File: src/rtl/tx_byte_sequencer.sv
// ---------------------------------------------------------------------------
// tx_byte_sequencer
//   Transmit bit-path controller. Accepts bytes over a valid/ready handshake
//   into a single holding register (which, together with the shift register,
//   double-buffers the stream), serializes each byte LSB-first with
//   CLKS_PER_BIT clocks per bit, and closes every packet with an end-of-packet
//   pattern: 2 bit periods low followed by 1 bit period high.
//
// Ports
//   i_clk         system clock, rising edge
//   i_n_rst       asynchronous active-low reset
//   i_tx_start    begin a packet (sampled only while idle)
//   i_abort       drop any transmission in progress, return to idle
//   i_byte_valid  upstream byte available
//   i_byte_data   byte to send
//   i_byte_last   final byte of the packet
//   o_byte_ready  byte accepted this cycle when i_byte_valid is also high
//   o_serial_out  serial line, idles high
//   o_bit_strobe  pulse on the last clock of every data bit period
//   o_tx_active   sequencer is not idle
//   o_tx_done     one-cycle pulse after the end-of-packet pattern completes
//   o_tx_error    sticky underrun flag, cleared by the next i_tx_start
// ---------------------------------------------------------------------------
module tx_byte_sequencer #(
   parameter int CLKS_PER_BIT = 4
) (
   input  logic       i_clk,
   input  logic       i_n_rst,
   input  logic       i_tx_start,
   input  logic       i_abort,
   input  logic       i_byte_valid,
   input  logic [7:0] i_byte_data,
   input  logic       i_byte_last,
   output logic       o_byte_ready,
   output logic       o_serial_out,
   output logic       o_bit_strobe,
   output logic       o_tx_active,
   output logic       o_tx_done,
   output logic       o_tx_error
);

   localparam int CW = (CLKS_PER_BIT > 1) ? $clog2(CLKS_PER_BIT) : 1;
   localparam int EW = $clog2(3 * CLKS_PER_BIT);

   localparam logic [CW-1:0] CLK_MAX = CW'(CLKS_PER_BIT - 1);
   localparam logic [EW-1:0] EOP_LOW = EW'(2 * CLKS_PER_BIT);
   localparam logic [EW-1:0] EOP_MAX = EW'(3 * CLKS_PER_BIT - 1);

   localparam logic [1:0] S_IDLE  = 2'd0;
   localparam logic [1:0] S_LOAD  = 2'd1;
   localparam logic [1:0] S_SHIFT = 2'd2;
   localparam logic [1:0] S_EOP   = 2'd3;

   logic [1:0]    r_state;
   logic [7:0]    r_hold_data;
   logic          r_hold_last;
   logic          r_hold_full;
   logic [7:0]    r_shift;
   logic          r_cur_last;
   logic [CW-1:0] r_clk_cnt;
   logic [2:0]    r_bit_cnt;
   logic [EW-1:0] r_eop_cnt;
   logic          r_last_taken;
   logic          r_tx_done;
   logic          r_tx_error;

   logic w_byte_ready;
   logic w_accept;
   logic w_bit_end;
   logic w_serial;

   // Ready is a pure register decode, so there is no input-to-output path.
   // Once the last byte has been taken nothing more is accepted this packet.
   assign w_byte_ready = !r_hold_full && !r_last_taken &&
                         ((r_state == S_LOAD) || (r_state == S_SHIFT));
   assign w_accept     = i_byte_valid && w_byte_ready;
   assign w_bit_end    = (r_state == S_SHIFT) && (r_clk_cnt == CLK_MAX);

   always_comb begin
      w_serial = 1'b1;
      case (r_state)
         S_SHIFT: w_serial = r_shift[0];
         S_EOP:   w_serial = (r_eop_cnt >= EOP_LOW);
         default: w_serial = 1'b1;
      endcase
   end

   always_ff @(posedge i_clk or negedge i_n_rst) begin
      if (!i_n_rst) begin
         r_state      <= S_IDLE;
         r_hold_data  <= '0;
         r_hold_last  <= 1'b0;
         r_hold_full  <= 1'b0;
         r_shift      <= '0;
         r_cur_last   <= 1'b0;
         r_clk_cnt    <= '0;
         r_bit_cnt    <= '0;
         r_eop_cnt    <= '0;
         r_last_taken <= 1'b0;
         r_tx_done    <= 1'b0;
         r_tx_error   <= 1'b0;
      end else begin
         r_tx_done <= 1'b0;
         if (i_abort && (r_state != S_IDLE)) begin
            r_state      <= S_IDLE;
            r_hold_full  <= 1'b0;
            r_last_taken <= 1'b0;
            r_clk_cnt    <= '0;
            r_bit_cnt    <= '0;
            r_eop_cnt    <= '0;
         end else begin
            if (w_accept) begin
               r_hold_data <= i_byte_data;
               r_hold_last <= i_byte_last;
               r_hold_full <= 1'b1;
               if (i_byte_last)
                  r_last_taken <= 1'b1;
            end
            case (r_state)
               S_IDLE: begin
                  if (i_tx_start) begin
                     r_state      <= S_LOAD;
                     r_tx_error   <= 1'b0;
                     r_hold_full  <= 1'b0;
                     r_last_taken <= 1'b0;
                  end
               end
               S_LOAD: begin
                  // Accept and hold_full are exclusive here (ready needs an
                  // empty hold), so the hold_full clear cannot lose a byte.
                  if (r_hold_full) begin
                     r_shift     <= r_hold_data;
                     r_cur_last  <= r_hold_last;
                     r_hold_full <= 1'b0;
                     r_clk_cnt   <= '0;
                     r_bit_cnt   <= '0;
                     r_eop_cnt   <= '0;
                     r_state     <= S_SHIFT;
                  end
               end
               S_SHIFT: begin
                  if (w_bit_end) begin
                     r_clk_cnt <= '0;
                     r_shift   <= r_shift >> 1;
                     r_bit_cnt <= r_bit_cnt + 3'd1;
                     if (r_bit_cnt == 3'd7) begin
                        if (r_cur_last) begin
                           r_state   <= S_EOP;
                           r_eop_cnt <= '0;
                        end else if (r_hold_full) begin
                           // Back-to-back reload: no idle gap between bytes.
                           r_shift     <= r_hold_data;
                           r_cur_last  <= r_hold_last;
                           r_hold_full <= 1'b0;
                           r_bit_cnt   <= '0;
                        end else begin
                           // Underrun: a byte arriving on this very edge is
                           // too late and is thrown away with the hold.
                           r_tx_error  <= 1'b1;
                           r_hold_full <= 1'b0;
                           r_state     <= S_EOP;
                           r_eop_cnt   <= '0;
                        end
                     end
                  end else begin
                     r_clk_cnt <= r_clk_cnt + CW'(1);
                  end
               end
               S_EOP: begin
                  if (r_eop_cnt == EOP_MAX) begin
                     r_state   <= S_IDLE;
                     r_eop_cnt <= '0;
                     r_tx_done <= 1'b1;
                  end else begin
                     r_eop_cnt <= r_eop_cnt + EW'(1);
                  end
               end
               default: r_state <= S_IDLE;
            endcase
         end
      end
   end

   assign o_byte_ready = w_byte_ready;
   assign o_serial_out = w_serial;
   assign o_bit_strobe = w_bit_end;
   assign o_tx_active  = (r_state != S_IDLE);
   assign o_tx_done    = r_tx_done;
   assign o_tx_error   = r_tx_error;

endmodule

File: config.mk
export PLATFORM = sky130hd
export DESIGN_NAME = tx_byte_sequencer
export DESIGN_NICKNAME = d
export VERILOG_FILES = /design/src/rtl/tx_byte_sequencer.sv
export SDC_FILE = /design/constraint.sdc
export NUM_CORES = 1
export LEC_CHECK = 0
export ABC_AREA = 1
export BUFFER_PORTS_ARGS = -buffer_cell sky130_fd_sc_hd__clkbuf_2
export CORE_ASPECT_RATIO = 1.2
export CORE_MARGIN = 2
export CORE_UTILIZATION = 58
export DETAILED_ROUTE_END_ITERATION = 10
export GPL_TIMING_DRIVEN = 0
export PLACE_DENSITY = 0.89
export SLEW_MARGIN = 20
export SYNTH_ARGS = -nofsm -noshare
export SYNTH_HDL_FRONTEND = slang
export SYNTH_SLANG_ARGS = --single-unit
File: constraint.sdc
create_clock -name i_clk -period 1.87 [get_ports i_clk]
set_clock_uncertainty 0.15 [all_clocks]
set_input_delay 0.561 -clock i_clk [delete_from_list [all_inputs] [get_ports i_clk]]
set_output_delay 0.561 -clock i_clk [all_outputs]
set_load 0.01 [all_outputs]
Word level (Yosys, flattened, before mapping)
Index checks and enable logic that the tools add are counted.

storage, ports and cells
  logic and storage cells = 120
  output and inout bits = 6
  input port bits = 14
  flip-flop bits (word level) = 33

cells by class
  bitwise gates (word level) = 1
  reduce and logical (&&, ||, !) cells = 22
  order comparisons = 1
  muxes and demuxes = 63
  add/sub/neg operators = 3
  eq/ne operators = 18

operators with widths
  kind                                                                      number
  8-bit two-way mux                                                         5
  4-bit two-way mux                                                         7
  1-bit two-way mux                                                         25
  2-bit two-way mux                                                         11
  3-bit two-way mux                                                         6
  8-bit one-hot mux with 2 select lines                                     1
  4-bit one-hot mux with 3 select lines                                     1
  2-bit inequality test (second input constant)                             5
  5-bit AND reduction                                                       2
  2-bit one-hot mux with 4 select lines                                     1
  7-bit AND reduction                                                       1
  2-bit == test (second input constant)                                     3
  3-bit by 2-bit inequality test with 1-bit output (second input constant)  2
  3-bit inequality test (second input constant)                             2
  1-bit one-hot mux with 2 select lines                                     3
  3-bit one-hot mux with 2 select lines                                     1
  6-bit AND reduction                                                       1
  2-bit nonzero test                                                        3
  1-bit logical AND                                                         5
  4-bit by 1-bit adder with 4-bit output (second input constant)            1
  4-bit == test (second input constant)                                     1
  4-bit greater-or-equal comparator (second input constant)                 1
  4-bit by 3-bit inequality test with 1-bit output (second input constant)  1
  2-bit one-hot mux with 2 select lines                                     1
  16 further kinds                                                          18

Logic depth before layout (Yosys ltp)
  word-level depth = 10
  gate-level depth with buffers = 11
  mapped depth without buffers = 10

Worst setup path before layout
No wires, ideal clock.

  path type = flip-flop to output port
  from = register r_state[0]
  to = output o_serial_out
  path buffers = 0
  arrival = 1.007 ns
  slack = 0.152 ns
  cell stages (with the launch flop) = 7
  cell sequence = dfrtp_1 inv_1 ha_1 inv_1 nand2_1 o21ai_0 o21ai_0

between the ends
  word-level cells in the longest chain between the ends = 2
  elaborated cells on any way between the ends = 3
  classes of those cells = 2 x eq/ne; 1 x mux

RTL lines
  what                                     line  RTL
  from (decl)                              54    logic [1:0] r_state;
  from (signal assigned)                   90    r_state <= S_IDLE;
  from (signal assigned)                   105   r_state <= S_IDLE;
  from (signal assigned)                   122   r_state <= S_LOAD;
  2-bit == test                            81    case (r_state)
  1-bit one-hot mux with 2 select lines *  81
  to (decl)                                35    output logic o_serial_out,

Every way passes the cells marked *; elsewhere a longest branch is shown, timed or not.

Final worst setup path
  from = register r_state[1]
  to = output o_byte_ready

between the ends
  word-level cells in the longest chain between the ends = 3
  elaborated cells on any way between the ends = 4
  classes of those cells = 2 x eq/ne; 2 x reduce/logical

RTL lines
  what                                                                       line  RTL
  2-bit by 1-bit == test with 1-bit output or 2-bit == test (tied branches)  75    ((r_state == S_LOAD) || (r_state == S_SHIFT));
  1-bit logical OR *                                                         75
  1-bit logical AND *                                                        74    assign w_byte_ready = !r_hold_full && !r_last_taken &&
  to (decl)                                                                  34    output logic o_byte_ready,

Marks and branches as above.

==> impl_metrics.py <==
metrics = {
    "setup_path": {
        "path_max_fanout": 4,
        "r2r_cells": 10,
        "rrSetupSlack_ps": -120,
        "path_cells": "inv_2, ha_4, nand2_4, nor2_4, buf_6",
        "crit_path_start_kind": "flop",
        "rr_startpoint": "r_state[0]",
        "worstPathArrival_ps": 1430,
        "r2r-end": "r_shift[2]",
        "crit_type": "flop to output pin",
        "end_kind": "output pin",
        "required_ps": 1160,
        "crit_buf_inv": 2,
        "cp_top_family": "flip-flops",
        "crit_path_max_incr_delay_ps": 450,
        "slowest_stage": "dfrtp_2",
    },
    "detailed_routing": {
        "ant_nets": 0,
        "vias_per_cell": 6.05,
        "dr.first_iter.drc_count": 136,
        "vias": 1917,
        "totalWireLength_mm": 5.63,
        "firstDrtPassIters": 6,
        "route.detailed.wl_per_inst_um": 17.8,
        "drc": 0,
    },
    "placement": {
        "place_congestion": 0.851,
        "pre_cts_slack_ps": -104,
        "place_area_mm2": 0.00199,
        "hpwl_mm": 2.78,
        "port_buffers": 19,
    },
    "clock_network": {
        "htreeDepth": 2,
        "tritoncts": "done",
        "cts_root_buffer": "clkbuf_4",
        "clk_path_buf_depth": 2,
        "clkTransAtPathRegs_ps": 120,
        "clock_sinks": 33,
        "cts_made_buffers": 5,
        "clock_latency_ps": 360,
    },
    "finish": {
        "drive_gt1_share_pct": 34.5,
        "nets": 303,
        "final_area_mm2": 0.00237,
        "antenna_cells": 0,
        "final_cell_mix": "60 x nand2_1, 32 x dfrtp_1, 19 x buf_4",
        "fin_util_pct": 77.6,
        "multi_input_area_um2": 980,
        "regArea_um2": 827,
        "area_delta_synth_final_pct": 27.9,
        "fill_cells": 178,
        "layout_commonest_cell": "nand2_1",
    },
    "synth": {
        "avgSynthCellArea_um2": 8.03,
        "yosys-top-cells-area": "dfrtp_1 45%, nand2_1 14%, o21ai_0 6.2%, ha_1 6.1%, inv_1 4.5%",
        "synth_top_area_share_pct": 44.5,
        "synth-seq-cells": 33,
        "yosys.area.top_type": "dfrtp_1",
        "yosysUniqueCellTypes": 27,
        "synth_nets": 254,
        "yosysWarnings": 0,
        "syn_area_mm2": 0.00185,
        "netlist_instances": 231,
        "ys_seq_area_share_pct": 44.5,
    },
    "timing": {
        "setup_viol": 15,
        "timing.final.ws_setup_ps": -269,
        "slew_headroom_pct": 45.2,
        "hold_viol": 0,
        "maxSlewViolCount": 0,
        "final.period_utilization_pct": 114,
        "tightest_slew_ps": 821,
        "max_freq_mhz": 467,
        "fin_crit_ps": 2140,
        "holdWs_ps": 134,
        "rsz0062_at_grt": "yes",
    },
    "power": {
        "fin_total_pwr_mw": 4.59,
        "power_leakage_nw": 1.21,
        "power_density_mw_per_mm2": 1930,
        "ir_drop_uv": 1610,
    },
    "grt": {
        "antenna_found_initial": 0,
        "grt_max_degree": 34,
        "grt.overflow.total": 0,
        "grt_pass1_vias": 1570,
        "grt_util_all_layers_pct": 24.7,
        "grt_pass1_wl_mm": 6.87,
    },
    "run_status": {
        "status": "finished with violations",
        "failed_checks": "setup timing",
    },
    "job": {
        "timing.max_cap.violations": 0,
    },
    "die": {
        "die_area_mm2": 0.00367,
        "start_util_pct": 60.7,
        "die_x_um": 55.6,
        "rows": 22,
        "die_height_um": 65.9,
        "io_pins": 20,
        "core-area_mm2": 0.00306,
    },
    "worst_hold_path": {
        "holdCritPathClass": "input port to asynchronous set/reset pin",
    },
}
cells by family after synthesis:
kind of cell,share of synthesized area [%]
buffers and inverters,8.10
DFF,44.5
adders and majority gates,6.07
xor gates and xnor gates,0.472
and+or+nand+nor,29.7
AOI/OAI and AO/OA,11.1
worst reg2reg max path: cells and delay by family (launching register included):
kind            cells  cell delay (ps)
simple gates        3              350
buf+inv             5              670
compound gates      1              170
fa+ha+maj           1              180
flops               1              410
area by class of cell:
class / instances / area share [%]
tap: 36 / 1.90
buffer: 6 / 2.74
clock buffer: 6 / 1.74
inverter: 26 / 4.32
clock inverter: 2 / 0.422
multi-input combinational: 166 / 41.3
sequential: 33 / 34.9
timing repair buffer: 42 / 12.7
routing by layer:
| metal | GRT usage (%) | vias up | wire, um |
|---|---|---|---|
| met2 | 43.9 | 139 | 2840 |
| met5 | 0 | - | 0 |
| met3 | 6.07 | 29 | 464 |
| met4 | 11.9 | 0 | 327 |
| met1 | 27.8 | 906 | 2000 |
| li1 | - | 843 | - |
state kept, by name, indices dropped and copies added (netlist names):
name          cells
r_cur_last        1
r_shift           8
r_eop_cnt         4
r_clk_cnt         2
r_state           2
o_tx_error        1
o_tx_done         1
r_bit_cnt         3
r_last_taken      1
r_hold_full       1
r_hold_data       8
r_hold_last       1
per-stage QoR:
stage / cells / TNS, ps
after global routing: 317 / -2260
after global placement: 286 / -33.3
after floorplan: 231 / 0
final: 317 / -1340
after detailed placement: 286 / -114
after CTS: 300 / -829
how the worst max path moves through the flow:
stage,endpoint,cells after the start,slack [ps],start
floorplan,o_serial_out,6,150,r_state[0]
global placement,o_serial_out,7,-30,r_state[0]
detailed placement,o_serial_out,7,-100,r_state[0]
CTS,o_serial_out,7,-270,r_state[0]
global route,o_serial_out,7,-330,r_state[0]
finish,o_byte_ready,5,-270,r_state[1]
synth_stat cells:
| cell | instances |
|---|---|
| o22ai_1 | 1 |
| inv_1 | 22 |
| inv_2 | 4 |
| nand2_4 | 2 |
| dfrtp_1 | 33 |
| o21ai_1 | 2 |
| o21ai_0 | 23 |
| ha_1 | 9 |
| nand3_2 | 1 |
| o31ai_1 | 1 |
| nand4_1 | 2 |
| clkbuf_1 | 1 |
| nand2_1 | 69 |
| a21oi_1 | 1 |
| xor2_1 | 1 |
| and2_1 | 1 |
| nand3b_1 | 1 |
| nor2_4 | 4 |
| nand2_2 | 5 |
| o22ai_2 | 2 |
| nor3_1 | 2 |
| buf_4 | 2 |
| nor2_2 | 1 |
| nand3_1 | 16 |
| nor2_1 | 16 |
| buf_6 | 3 |
| a31oi_1 | 6 |
power breakdown:
group / internal (mW) / leakage (nW) / switching, mW
clock network: 0.143 / 0.0320 / 0.264
registers: 0.997 / 0.425 / 0.229
logic: 1.24 / 0.749 / 1.71
total: 2.38 / 1.21 / 2.21
repair_timing:
| item | 4_1_cts | 5_1_grt |
|---|---|---|
| setup buffers | 6 | 15 |
| endpoints found under the setup margin | 4 | 28 |
| pin swaps | 3 | 10 |
| cloned | 0 | 2 |
| hold endpoints to repair | 0 | 0 |
| gates resized for setup | 12 | 43 |
| hold buffers | 0 | 0 |
No activity file was read; power rests on OpenSTA's default activity.
